$ cat config.mk
export PLATFORM = sky130hd
export DESIGN_NAME = mem_bus_arb2
export DESIGN_NICKNAME = d
export VERILOG_FILES = /design/src/rtl/mem_bus_pkg.sv /design/src/rtl/rr_pick2.sv /design/src/rtl/mem_bus_arb2.sv
export SDC_FILE = /design/constraint.sdc
export NUM_CORES = 1
export LEC_CHECK = 0
export ABC_AREA = 1
export ABC_CLOCK_PERIOD_IN_PS = 1000
export BUFFER_PORTS_ARGS = -buffer_cell sky130_fd_sc_hd__clkbuf_2
export CAP_MARGIN = 10
export CORE_MARGIN = 5
export CORE_UTILIZATION = 31
export DETAILED_ROUTE_END_ITERATION = 10
export PLACE_DENSITY = 0.73
export SYNTH_ARGS = -nofsm -noshare
export SYNTH_HDL_FRONTEND = slang
export SYNTH_SLANG_ARGS = --single-unit
$ cat constraint.sdc
create_clock -name clk -period 1 [get_ports clk]
set_clock_uncertainty 0.05 [all_clocks]
set_input_delay 0.1 -clock clk [delete_from_list [all_inputs] [get_ports clk]]
set_output_delay 0.1 -clock clk [all_outputs]
set_load 0.03 [all_outputs]
$ cat src/rtl/mem_bus_pkg.sv
// Shared types and defaults for the two-master memory bus arbiter.
package mem_bus_pkg;

  localparam int unsigned ADDR_W_DEF = 8;
  localparam int unsigned MODE_W_DEF = 2;

  typedef enum logic [1:0] {
    IDLE     = 2'd0,
    WAIT_GNT = 2'd1,
    OWNED    = 2'd2,
    BUSY     = 2'd3
  } arb_state_e;

  typedef enum logic [1:0] {
    MODE_RD  = 2'b00,
    MODE_WR  = 2'b01,
    MODE_RMW = 2'b10,
    MODE_NOP = 2'b11
  } mode_e;

endpackage

$ cat src/rtl/rr_pick2.sv
// Combinational 2-way round-robin picker: a lone requester wins, a tie goes
// to the master that did not win last time.
module rr_pick2
  import mem_bus_pkg::*;
(
  input  logic [1:0] req_i,
  input  logic       last_i,
  output logic       winner_o
);

  always_comb begin
    winner_o = 1'b0;
    unique case (req_i)
      2'b10:   winner_o = 1'b1;
      2'b11:   winner_o = ~last_i;
      default: winner_o = 1'b0;
    endcase
  end

endmodule

$ cat src/rtl/mem_bus_arb2.sv
// Two-master round-robin arbiter onto a single req/gnt/start/rdy memory slave.
// Define ARB_TIMEOUT_EN to enable the BUSY watchdog (err pulse + abort).
module mem_bus_arb2
  import mem_bus_pkg::*;
#(
  parameter int unsigned ADDR_W  = ADDR_W_DEF,
  parameter int unsigned MODE_W  = MODE_W_DEF,
  parameter int unsigned TIMEOUT = 16
) (
  input  logic              clk,
  input  logic              rst,
  input  logic [1:0]        m_req,
  input  logic [1:0]        m_start,
  input  logic [ADDR_W-1:0] m_addr0,
  input  logic [ADDR_W-1:0] m_addr1,
  input  logic [MODE_W-1:0] m_mode0,
  input  logic [MODE_W-1:0] m_mode1,
  output logic [1:0]        m_gnt,
  output logic [1:0]        m_rdy,
  output logic              mem_req,
  output logic              mem_start,
  output logic [ADDR_W-1:0] mem_addr,
  output logic [MODE_W-1:0] mem_mode,
  input  logic              mem_gnt,
  input  logic              mem_rdy,
  output logic              err
);

  if (TIMEOUT == 0) begin : g_bad_timeout
    $error("mem_bus_arb2: TIMEOUT must be at least 1");
  end

  arb_state_e state_q, state_d;
  logic       sel_q, sel_d;
  logic       last_q, last_d;
  logic       pick;
  logic       req_sel, start_sel;
  logic       timeout;

  rr_pick2 u_pick (
    .req_i    (m_req),
    .last_i   (last_q),
    .winner_o (pick)
  );

  assign req_sel   = m_req[sel_q];
  assign start_sel = m_start[sel_q];

`ifdef ARB_TIMEOUT_EN
  localparam int unsigned CNT_W = $clog2(TIMEOUT + 1);
  logic [CNT_W-1:0] cnt_q, cnt_d;

  // Compare against TIMEOUT-1 so the abort lands on the TIMEOUT-th BUSY cycle.
  assign timeout = (cnt_q == CNT_W'(TIMEOUT - 1));
  assign err     = (state_q == BUSY) && timeout && !mem_rdy;

  always_comb begin
    cnt_d = cnt_q;
    if (state_q == OWNED && start_sel)   cnt_d = '0;
    else if (state_q == BUSY && !mem_rdy) cnt_d = cnt_q + 1'b1;
  end
`else
  assign timeout = 1'b0;
  assign err     = 1'b0;
`endif

  always_comb begin
    state_d = state_q;
    sel_d   = sel_q;
    last_d  = last_q;
    unique case (state_q)
      IDLE: begin
        if (|m_req) begin
          sel_d   = pick;
          state_d = WAIT_GNT;
        end
      end
      WAIT_GNT: begin
        // A dropped request beats a simultaneous grant.
        if (!req_sel)     state_d = IDLE;
        else if (mem_gnt) state_d = OWNED;
      end
      OWNED: begin
        if (start_sel)    state_d = BUSY;
        else if (!req_sel) state_d = IDLE;
      end
      BUSY: begin
        if (mem_rdy || timeout) begin
          last_d  = sel_q;
          state_d = IDLE;
        end
      end
      default: state_d = IDLE;
    endcase
  end

  always_ff @(posedge clk) begin
    if (rst) begin
      state_q <= IDLE;
      sel_q   <= 1'b0;
      last_q  <= 1'b1;
`ifdef ARB_TIMEOUT_EN
      cnt_q   <= '0;
`endif
    end else begin
      state_q <= state_d;
      sel_q   <= sel_d;
      last_q  <= last_d;
`ifdef ARB_TIMEOUT_EN
      cnt_q   <= cnt_d;
`endif
    end
  end

  always_comb begin
    m_gnt     = '0;
    m_rdy     = '0;
    mem_req   = (state_q != IDLE);
    mem_start = 1'b0;
    mem_addr  = '0;
    mem_mode  = '0;
    if (state_q == OWNED || state_q == BUSY) begin
      m_gnt[sel_q] = 1'b1;
      mem_addr     = sel_q ? m_addr1 : m_addr0;
      mem_mode     = sel_q ? m_mode1 : m_mode0;
    end
    if (state_q == OWNED) mem_start    = start_sel;
    if (state_q == BUSY)  m_rdy[sel_q] = mem_rdy;
  end

endmodule

==> results.py <==
metrics = {
    "detailed_routing": {
        "drc": 0,
        "drtAntennaViolNets": 0,
        "drtIter0Drc": 5,
        "viasPerCell": 4.88,
        "wl_mm": 2.05,
        "first_pass_iters": 4,
        "dr_total_vias": 718,
        "wl_per_cell_um": 13.9,
    },
    "critical_path": {
        "rrSetupSlack_ns": -0.26,
        "reg2regPathDepth": 10,
        "critPathCaptureType": "output pin",
        "worstReg2RegEnd": "state_q[1]",
        "crit_end": "mem_addr[7]",
        "cp_max_fo": 11,
        "cp-start-kind": "register",
        "r2r_start": "sel_q",
        "crit_path_start": "state_q[1]",
        "critPathKind": "reg2out",
        "cp_data_required_time_ns": 0.85,
        "cp.arrival_ns": 1.22,
    },
    "synthesis": {
        "synthTopCellsByArea": "a22o_1 19%, dfxtp_1 17%, nand2_1 11%",
        "synth_flop_cell": "dfxtp_1",
        "netlist.area_leader.share_pct": 18.9,
        "ys_types": 19,
        "ys_seq_area_share_pct": 17.3,
        "synth_top_cell_by_area": "a22o_1",
        "synth_edf_count": 0,
        "ys_seq_elements": 4,
        "synthMuxAreaShare_pct": 0,
        "postSynthNetCount": 102,
        "syn_area_um2": 464,
        "synth_xor_area_share_pct": 0,
        "synth_common_cells": "14 x nand2_1, 10 x a22o_1, 10 x inv_1",
        "synth_top_family_by_area": "simple AND/OR/NAND/NOR gates",
        "synth-compound-area-share_pct": 25.1,
        "synth_adder_area_share_pct": 0,
        "ys_warn_count": 0,
        "synthSimpleGateAreaFrac_pct": 37.2,
        "synthCells": 74,
        "synth_most_common_cell": "nand2_1",
        "async_reset_ff_share_pct": 0,
        "avgSynthCellArea_um2": 6.27,
    },
    "timing": {
        "max_freq_mhz": 731,
        "drv_slew": 0,
        "final_hold_viol_count": 0,
        "fin_crit_sh_pct": 137,
        "setup_viol": 20,
        "grt_setup_unrepaired": "yes",
        "fin_tns_setup_ns": -6.00,
        "fin_ws_ns": -0.367,
        "min_period_ns": 1.37,
    },
    "grt": {
        "grt-ovfl-total": 0,
        "grt_max_degree": 12,
        "grt_pass1_vias": 701,
        "grt_use_total_pct": 16.6,
        "grt_pass1_wl_mm": 3.15,
        "antenna_found_initial": 0,
    },
    "clocking": {
        "cts_tree": "yes",
        "insertion_delay_ns": 0.24,
        "htreeDepth": 1,
        "cts_root_buf": "clkbuf_4",
        "cts_sinks": 4,
        "path_clk_slew_ns": 0.04,
        "cts_buffers": 3,
        "cts_buffer_depth": 2,
    },
    "floorplan": {
        "die_area_mm2": 0.00237,
        "ios": 45,
        "die_w_um": 48.7,
        "initial_core_util_pct": 31.9,
        "rows": 14,
        "core_area_mm2": 0.00145,
        "fp.dieH_um": 48.7,
    },
    "finish": {
        "n_antenna_cell": 0,
        "postLayoutCoreUtil_pct": 80.5,
        "area_growth_pct": 152,
        "drive_gt1_share_pct": 81.7,
        "final_net_count": 160,
    },
    "hold_path": {
        "worstHoldPathCells": 3,
        "hold_class": "in2reg",
    },
    "power": {
        "p_leak_nw": 0.636,
        "p_total_mw": 1.48,
        "power_density_mw_per_mm2": 1270,
        "worst_ir_drop_vdd_uv": 1030,
    },
    "place": {
        "gp_congestion": 0.722,
        "portBuffers": 43,
        "dp_hpwl_mm": 1.40,
    },
    "status": {
        "failed_checks": "negative setup slack",
        "status": "finished with violations",
    },
    "job": {
        "cap_violations": 0,
    },
}
## where the power goes
part	switching, mW	leakage [nW]	internal [mW]	total (mW)
registers	0.0348	0.0345	0.191	0.226
logic	0.532	0.586	0.503	1.04
clock network	0.0719	0.0150	0.150	0.222
total	0.639	0.636	0.844	1.48
## cell type report
type | instances | area, um2
repair buffers | 57 | 493
multi-input cells | 50 | 469
fillers | 97 | 284
flip-flops and latches | 4 | 88.8
inverters | 16 | 72.6
clock buffers | 4 | 26.3
well taps | 16 | 20.0
## sequential cells by signal (all words and copies together), names as in the netlist
| signal | flops |
|---|---|
| state_q | 2 |
| sel_q | 1 |
| last_q | 1 |
## through the flow
stage	hold slack, ns	std cells	instance area [um2]	worst slack [ns]
2_1_floorplan	0.119	74	583	-0.0969
3_3_place_gp	0.231	139	856	-0.169
3_5_place_dp	0.231	139	856	-0.219
4_1_cts	0.0850	148	1110	-0.397
5_1_grt	0.0973	147	1170	-0.413
6_report	0.0878	147	1170	-0.367
## cells in the final DEF (no fill, tap or decap), drive strengths merged
cell type and count:
a21oi 2, a22o 10, buf 25, clkbuf 35
conb 1, dfxtp 4, dlygate4sd3 1, inv 16
nand2 18, nand3 7, nor2 8, nor3 1
o21ai 3
## worst min-delay path by stage
stage             to  startpoint  slack, ns
2_1_floorplan  sel_q         rst       0.12
3_3_place_gp   sel_q         rst       0.23
3_5_place_dp   sel_q         rst       0.23
4_1_cts        sel_q    m_req[1]       0.08
5_1_grt        sel_q    m_req[1]        0.1
6_report       sel_q    m_req[1]       0.09
## cells by family after synthesis
group | after synthesis
other | 1
and+or+nand+nor | 34
AOI/OAI and AO/OA | 15
buffers and inverters | 20
DFF | 4
## worst max-delay path, stage by stage, from the launching register on
cell     delay, ns
dfxtp_4       0.36
inv_6         0.08
nor2_4        0.04
buf_12        0.14
a22o_4        0.22
buf_8         0.13
## layer usage
metal  wire length (um)  part of all wire, %  vias up  global-route usage (%)
li1                   -                    -      348                       -
met4                 18                 0.88        0                    5.38
met3                238                   12        2                    7.36
met1                710                   35      319                    18.1
met5                  0                    0        -                       0
met2               1080                   53       49                    28.3
## repair_timing
item                                    4_1_cts  5_1_grt
pin swaps                                    19        8
hold buffers                                  1        0
endpoints found under the setup margin       20       20
setup buffers                                 8        2
cloned                                        0        0
endpoints found under the hold margin         1        0
resized for setup                            50       24
No activity file was read; power rests on OpenSTA's default activity.
